`config.mk`:
```
export PLATFORM = sky130hd
export DESIGN_NAME = set_access_controller
export DESIGN_NICKNAME = d
export VERILOG_FILES = /design/src/rtl/cache_pkg.sv /design/src/rtl/set_tag_match.sv /design/src/rtl/set_access_controller.sv
export SDC_FILE = /design/constraint.sdc
export NUM_CORES = 1
export LEC_CHECK = 0
export ABC_AREA = 1
export CAP_MARGIN = 25
export CORE_ASPECT_RATIO = 0.5
export CORE_UTILIZATION = 40
export DETAILED_ROUTE_END_ITERATION = 10
export PLACE_DENSITY = 0.62
export REMOVE_ABC_BUFFERS = 1
export SYNTH_ARGS = -nofsm -noshare
export SYNTH_HDL_FRONTEND = slang
export SYNTH_HIERARCHICAL = 1
export SYNTH_SLANG_ARGS = --single-unit
```
`constraint.sdc`:
```
create_clock -name clk -period 3.6 [get_ports clk]
set_input_delay 0.54 -clock clk [delete_from_list [all_inputs] [get_ports clk]]
set_output_delay 0.54 -clock clk [all_outputs]
set_load 0.005 [all_outputs]
```
`src/rtl/cache_pkg.sv`:
```
// ============================================================================
// Module      : cache_pkg
// Description : Shared types and helpers for the set access controller:
//               FSM state encoding and a one-hot to index conversion.
// Revision    : 1.0 - initial release
// ============================================================================
`default_nettype none

package cache_pkg;

  typedef enum logic [2:0] {
    ST_IDLE       = 3'd0,
    ST_LOOKUP     = 3'd1,
    ST_EVICT_WAIT = 3'd2,
    ST_WRITEBACK  = 3'd3,
    ST_FILL       = 3'd4,
    ST_ALLOCATE   = 3'd5,
    ST_RESPOND    = 3'd6
  } cache_state_e;

  localparam int MAX_WAYS = 32;

  // Index of the lowest set bit; a zero vector maps to index 0.
  function automatic logic [4:0] onehot_to_idx(input logic [MAX_WAYS-1:0] vec);
    logic [4:0] idx;
    idx = '0;
    for (int i = MAX_WAYS - 1; i >= 0; i--) begin
      if (vec[i]) idx = i[4:0];
    end
    return idx;
  endfunction

endpackage

`default_nettype wire

```
`src/rtl/set_tag_match.sv`:
```
// ============================================================================
// Module      : set_tag_match
// Description : Combinational tag compare across all ways of one set.
//               Produces the per-way hit vector, the lowest matching index,
//               and a flag for more than one match (corrupt set state).
// Revision    : 1.0 - initial release
// ============================================================================
`default_nettype none

module set_tag_match #(
  parameter int NUM_WAYS  = 8,
  parameter int TAG_WIDTH = 20,
  localparam int IDX_W    = $clog2(NUM_WAYS)
) (
  input  logic [NUM_WAYS-1:0][TAG_WIDTH-1:0] tags,
  input  logic [NUM_WAYS-1:0]                valid,
  input  logic [TAG_WIDTH-1:0]               tag,
  output logic [NUM_WAYS-1:0]                hit_vec,
  output logic                               hit_any,
  output logic                               hit_multi,
  output logic [IDX_W-1:0]                   hit_idx
);

  genvar g;
  generate
    for (g = 0; g < NUM_WAYS; g++) begin : g_cmp
      assign hit_vec[g] = valid[g] && (tags[g] == tag);
    end
  endgenerate

  assign hit_any   = |hit_vec;
  // Clearing the lowest set bit leaves something only if two or more matched.
  assign hit_multi = |(hit_vec & (hit_vec - NUM_WAYS'(1)));

  // Lowest-index match wins.
  always_comb begin
    hit_idx = '0;
    for (int i = NUM_WAYS - 1; i >= 0; i--) begin
      if (hit_vec[i]) hit_idx = IDX_W'(i);
    end
  end

endmodule

`default_nettype wire

```
`src/rtl/set_access_controller.sv`:
```
// ============================================================================
// Module      : set_access_controller
// Description : Single-set cache access controller. Looks up a request tag,
//               on a miss obtains a victim (free way or from the replacement
//               policy), writes back dirty victims, fills and allocates,
//               then responds with hit flag and accessed way.
// Revision    : 1.0 - initial release
// ============================================================================
`default_nettype none

module set_access_controller
  import cache_pkg::*;
#(
  parameter int NUM_WAYS  = 8,
  parameter int TAG_WIDTH = 20
) (
  input  logic                 clk,
  input  logic                 reset_n,
  input  logic                 req_valid,
  output logic                 req_ready,
  input  logic [TAG_WIDTH-1:0] req_tag,
  input  logic                 req_write,
  output logic                 resp_valid,
  output logic                 resp_hit,
  output logic [NUM_WAYS-1:0]  resp_way,
  output logic [NUM_WAYS-1:0]  hit_way,
  output logic [NUM_WAYS-1:0]  allocate_way,
  output logic                 evict_req,
  input  logic                 eviction_ready,
  input  logic [NUM_WAYS-1:0]  eviction_target,
  output logic                 wb_valid,
  output logic [TAG_WIDTH-1:0] wb_tag,
  input  logic                 wb_ready,
  output logic                 fill_valid,
  output logic [TAG_WIDTH-1:0] fill_tag,
  input  logic                 fill_ready,
  output logic                 protocol_err
);

  localparam int IDX_W = $clog2(NUM_WAYS);

  cache_state_e r_state, w_next;

  logic [NUM_WAYS-1:0][TAG_WIDTH-1:0] r_tags;
  logic [NUM_WAYS-1:0]                r_valid;
  logic [NUM_WAYS-1:0]                r_dirty;
  logic [TAG_WIDTH-1:0]               r_cap_tag;
  logic                               r_cap_write;
  logic [IDX_W-1:0]                   r_way;
  logic                               r_hit;
  logic                               r_perr;

  logic [NUM_WAYS-1:0] w_hit_vec;
  logic [NUM_WAYS-1:0] w_hit_oh;
  logic                w_hit_any;
  logic                w_hit_multi;
  logic [IDX_W-1:0]    w_hit_idx;
  logic                w_inv_any;
  logic [IDX_W-1:0]    w_inv_idx;
  logic [IDX_W-1:0]    w_tgt_idx;
  logic                w_tgt_zero;
  logic [NUM_WAYS-1:0] w_way_oh;

  set_tag_match #(
    .NUM_WAYS  (NUM_WAYS),
    .TAG_WIDTH (TAG_WIDTH)
  ) u_match (
    .tags      (r_tags),
    .valid     (r_valid),
    .tag       (r_cap_tag),
    .hit_vec   (w_hit_vec),
    .hit_any   (w_hit_any),
    .hit_multi (w_hit_multi),
    .hit_idx   (w_hit_idx)
  );

  // Isolate the lowest matching way so hit_way stays one-hot on corrupt state.
  assign w_hit_oh   = w_hit_vec & ~(w_hit_vec - NUM_WAYS'(1));
  assign w_tgt_idx  = IDX_W'(onehot_to_idx(MAX_WAYS'(eviction_target)));
  assign w_tgt_zero = ~|eviction_target;
  assign w_way_oh   = NUM_WAYS'(1) << r_way;
  assign protocol_err = r_perr;

  // Lowest-index invalid way, used as the victim when the set is not full.
  always_comb begin
    w_inv_any = ~&r_valid;
    w_inv_idx = '0;
    for (int i = NUM_WAYS - 1; i >= 0; i--) begin
      if (!r_valid[i]) w_inv_idx = IDX_W'(i);
    end
  end

  // State register; async reset drops all handshake outputs immediately.
  always_ff @(posedge clk or negedge reset_n) begin
    if (!reset_n) r_state <= ST_IDLE;
    else          r_state <= w_next;
  end

  // Next-state and state-decoded outputs.
  always_comb begin
    w_next       = r_state;
    req_ready    = 1'b0;
    hit_way      = '0;
    allocate_way = '0;
    evict_req    = 1'b0;
    wb_valid     = 1'b0;
    wb_tag       = '0;
    fill_valid   = 1'b0;
    fill_tag     = '0;
    resp_valid   = 1'b0;
    resp_hit     = 1'b0;
    resp_way     = '0;
    case (r_state)
      ST_IDLE: begin
        req_ready = 1'b1;
        if (req_valid) w_next = ST_LOOKUP;
      end
      ST_LOOKUP: begin
        if (w_hit_any) begin
          hit_way = w_hit_oh;
          w_next  = ST_RESPOND;
        end else if (w_inv_any) begin
          w_next = ST_FILL;
        end else begin
          w_next = ST_EVICT_WAIT;
        end
      end
      ST_EVICT_WAIT: begin
        evict_req = 1'b1;
        if (eviction_ready) w_next = r_dirty[w_tgt_idx] ? ST_WRITEBACK : ST_FILL;
      end
      ST_WRITEBACK: begin
        wb_valid = 1'b1;
        wb_tag   = r_tags[r_way];
        if (wb_ready) w_next = ST_FILL;
      end
      ST_FILL: begin
        fill_valid = 1'b1;
        fill_tag   = r_cap_tag;
        if (fill_ready) w_next = ST_ALLOCATE;
      end
      ST_ALLOCATE: begin
        allocate_way = w_way_oh;
        w_next       = ST_RESPOND;
      end
      ST_RESPOND: begin
        resp_valid = 1'b1;
        resp_hit   = r_hit;
        resp_way   = w_way_oh;
        w_next     = ST_IDLE;
      end
      default: w_next = ST_IDLE;
    endcase
  end

  // Request capture, way selection, valid/dirty bookkeeping, sticky error.
  always_ff @(posedge clk or negedge reset_n) begin
    if (!reset_n) begin
      r_valid     <= '0;
      r_dirty     <= '0;
      r_cap_tag   <= '0;
      r_cap_write <= 1'b0;
      r_way       <= '0;
      r_hit       <= 1'b0;
      r_perr      <= 1'b0;
    end else begin
      case (r_state)
        ST_IDLE: begin
          if (req_valid) begin
            r_cap_tag   <= req_tag;
            r_cap_write <= req_write;
          end
        end
        ST_LOOKUP: begin
          r_hit <= w_hit_any;
          if (w_hit_multi) r_perr <= 1'b1;
          if (w_hit_any) begin
            r_way <= w_hit_idx;
            if (r_cap_write) r_dirty[w_hit_idx] <= 1'b1;
          end else begin
            r_way <= w_inv_idx;
          end
        end
        ST_EVICT_WAIT: begin
          if (eviction_ready) begin
            r_way <= w_tgt_idx;
            if (w_tgt_zero) r_perr <= 1'b1;
          end
        end
        ST_ALLOCATE: begin
          r_valid[r_way] <= 1'b1;
          r_dirty[r_way] <= r_cap_write;
        end
        default: ;
      endcase
    end
  end

  // Tag storage needs no reset: entries are meaningless until valid.
  always_ff @(posedge clk) begin
    if (r_state == ST_ALLOCATE) r_tags[r_way] <= r_cap_tag;
  end

endmodule

`default_nettype wire

```
==> results.toml <==
[outcome]
outcome = "completed"

[worst_setup_path]
required_ns = 3.06
path_max_fanout = 8
cp_slowest_stage_delay_ns = 0.45
crit_start = "r_cap_tag[11]"
r2r-end = "r_dirty[3]"
end_kind = "primary output"
r2r-start = "r_cap_tag[11]"
crit_buf_inv = 6
r2r_slack_ns = 0.59
slowest_stage = "dfrtp_2"
path_common_cell = "nand2_1"
worstSetupStartpointType = "flop"
reg2reg_depth = 21
arrival_ns = 3.03
path_class = "flop to primary output"
crit_family = "simple AND/OR/NAND/NOR gates"
crit_chain = "buf_4 -> nand2_1 -> nand2_1 -> nor2_2 -> buf_4 -> nand2_1 -> nor2_1 -> nand2_1 -> nor2_4 -> inv_1 -> nand4_1 -> inv_2 -> nor2_4 -> inv_2 -> nor2_2 -> nand2_2 -> nor4_4 -> buf_2"

[layout]
syn_to_final_growth_pct = 27.4
nFillCells = 2666
antenna_cells = 0
seqCellArea_um2 = 5950
final_common_cell = "nand2_1"
final_cell_mix = "nand2_1, inv_1, edfxtp_1"
stdcell_count = 1932
multi_input_area_um2 = 4700
final_layout_size_suffix_gt1_frac = 0.186
finalNetCount = 1571

[clocking]
tritoncts = "yes"
numCtsBuffers = 21
root_buffer = "clkbuf_16"
cts_buffer_depth = 3
worstSkewPairLatency_ns = 0.53
h-tree-depth = 1
clock_sinks = 205
clkTransAtPathRegs_ns = 0.07

[min_path]
hold_class = "input pin to async pin"

[route]
wl_per_cell_um = 23.5
ant_nets = 0
dr.pass1.iters = 6
totalWireLength_um = 45400
viasPerCell = 5.50
vias = 10600
post-route-drc-count = 0
drtIter0Drc = 1589

[synth]
syn_area_um2 = 11400
yosysWarnings = 6
synth.avg_cell_area_um2 = 8.53
ys_ff_latch = 205
ys.flop_type = "edfxtp_1"
synth_seq_area_share = 0.519
async_flop_share = 0.220
synthCells = 1341
synth_cell_types = 50
synth-edff-count = 160

[grt]
grt_pass1_wl_um = 64700
grt_pass1_vias = 9852
grt_max_degree = 43
grt_antenna_before_repair = 2
gr-total-overflow = 0
grt_usage = 0.310

[sta]
worstMarginPinSlew_ns = 0.767
max_freq_mhz = 280
finalClockSkew_ns = 0.0217
rsz0062_at_grt = "yes"
min_period_ns = 3.57
finalSetupViolations = 0
maxSlewViolCount = 0
slew_headroom = 0.488
period_share = 0.992
hold_viol = 0

[power_and_ir_drop]
switchingPower_mw = 4.60
clkPwrFrac = 0.209
p_per_area_nw_per_um2 = 750
pwr-share-comb = 0.463
leakage_nw = 6.13
netSwitchingFraction = 0.421
seqPwrFrac = 0.329
vdd_ir_drop_max_mv = 0.513
p_total_mw = 10.9
p_int_mw = 6.33

[die]
pin_count = 106
core.rowCount = 43
start_util = 0.410
fp.dieW_um = 241
fp.dieH_um = 122
coreArea_um2 = 27900
fp.dieArea_um2 = 29300

[placed_design]
dp_cells = 1863
dp_hpwl_um = 32100
io_buffers = 105
gp_congestion = 1.03

[run]
cap_violations = 0
==> layer usage <==
layer | part of all wire | track usage | wire length [um] | vias to the layer above
li1 | - | - | - | 4814
met1 | 0.44 | 0.462 | 20000 | 5127
met2 | 0.41 | 0.443 | 18700 | 621
met3 | 0.13 | 0.0959 | 5780 | 59
met4 | 0.019 | 0.0558 | 850 | 2
met5 | 0.00020 | 0 | 9 | -
==> registers in the layout, indices dropped and copies added (netlist names) <==
name	cells
protocol_err	1
r_cap_tag	20
r_cap_write	1
r_dirty	8
r_hit	1
r_state	3
r_tags	160
r_valid	8
r_way	3
==> what timing repair did <==
action,in CTS,in global routing
gates resized for setup,50,46
buffers inserted,8,22
endpoints found under the setup margin,8,8
hold buffers,1,0
endpoints found under the hold margin,3,0
pin swaps,11,28
==> power groups by stage <==
stage	clock [mW]	sequential (mW)	combinational [mW]
after global routing	2.37	3.63	5.38
after global placement	0	3.60	4.52
after floorplan	0	3.68	2.19
final	2.28	3.59	5.06
after CTS	2.29	3.58	4.66
after detailed placement	0	3.61	4.54
==> layout make-up <==
type | instances | area share
inverter | 195 | 0.0512
tap | 382 | 0.0328
multi-input combinational | 898 | 0.323
timing repair buffer | 215 | 0.137
clock buffer | 31 | 0.0414
sequential | 205 | 0.408
clock inverter | 6 | 0.00610
==> cells by family after synthesis <==
family,count (synthesis),share of synthesized area
simple gates,630,0.228
compound gates,230,0.135
mux,4,0.00350
buf+inv,238,0.0882
xor+xnor,34,0.0260
flops,205,0.519
==> Yosys cell counts, types with 2 or more instances <==
master      n  share of area
nand2_1   381           0.13
nor2_1    172          0.056
inv_1     165          0.054
edfxtp_1  160           0.42
o21ai_0    65          0.028
a21oi_1    46          0.020
dfrtp_1    45          0.099
inv_2      29         0.0095
nand3_1    28          0.012
xnor2_1    20          0.015
o21ai_1    18         0.0079
a221oi_1   15          0.011
xor2_1     14          0.011
buf_2      13         0.0057
a221oi_2   12          0.016
a31oi_1    12         0.0066
a22o_1     11         0.0084
a22oi_1    11         0.0072
o211ai_1   11         0.0072
buf_4      10         0.0066
nand3_2    10         0.0088
a32o_1      9         0.0079
clkbuf_1    9         0.0030
buf_6       8         0.0079
nand2_2     7         0.0038
nor3_1      7         0.0031
a41oi_1     6         0.0046
nor2_2      6         0.0033
o22ai_1     5         0.0027
mux2i_1     4         0.0035
nor2_4      4         0.0039
nand2_4     3         0.0030
nor3_2      3         0.0026
or2_2       3         0.0016
a21oi_2     2         0.0015
buf_1       2        0.00066
nand4_1     2         0.0011
==> worst register-to-register path: cells and delay by family, from the launching register on <==
family                 cells  cell delay [ns]
AO/OA/AOI/OAI              3             0.64
buffers and inverters      5             0.76
flip-flops                 1             0.45
multiplexers               1             0.17
AND/OR/NAND/NOR           12             0.92
==> stage by stage <==
stage | setup WS, ns | setup TNS [ns] | instance area [um^2] | hold WS, ns | util
detailed placement | -0.0166 | -0.0166 | 13400 | 0.411 | 0.479
CTS | -0.0667 | -0.0667 | 14200 | 0.402 | 0.511
floorplan | 0.878 | 0 | 11200 | 0.244 | -
global route | -0.0246 | -0.0309 | 14600 | 0.421 | 0.523
finish | 0.0298 | 0 | 14600 | 0.398 | 0.523
global placement | -0.0383 | -0.0383 | 13300 | 0.483 | 0.479
==> how the worst max path moves through the flow <==
| stage | endpoint | slack, ns | cells after the start |
|---|---|---|---|
| final | hit_way[7] | 0.03 | 18 |
| after CTS | hit_way[4] | -0.07 | 16 |
| after floorplan | hit_way[7] | 0.88 | 16 |
| after global routing | hit_way[7] | -0.02 | 16 |
| after detailed placement | hit_way[7] | -0.02 | 17 |
| after global placement | hit_way[7] | -0.04 | 17 |
No activity file was read; power rests on OpenSTA's default activity.
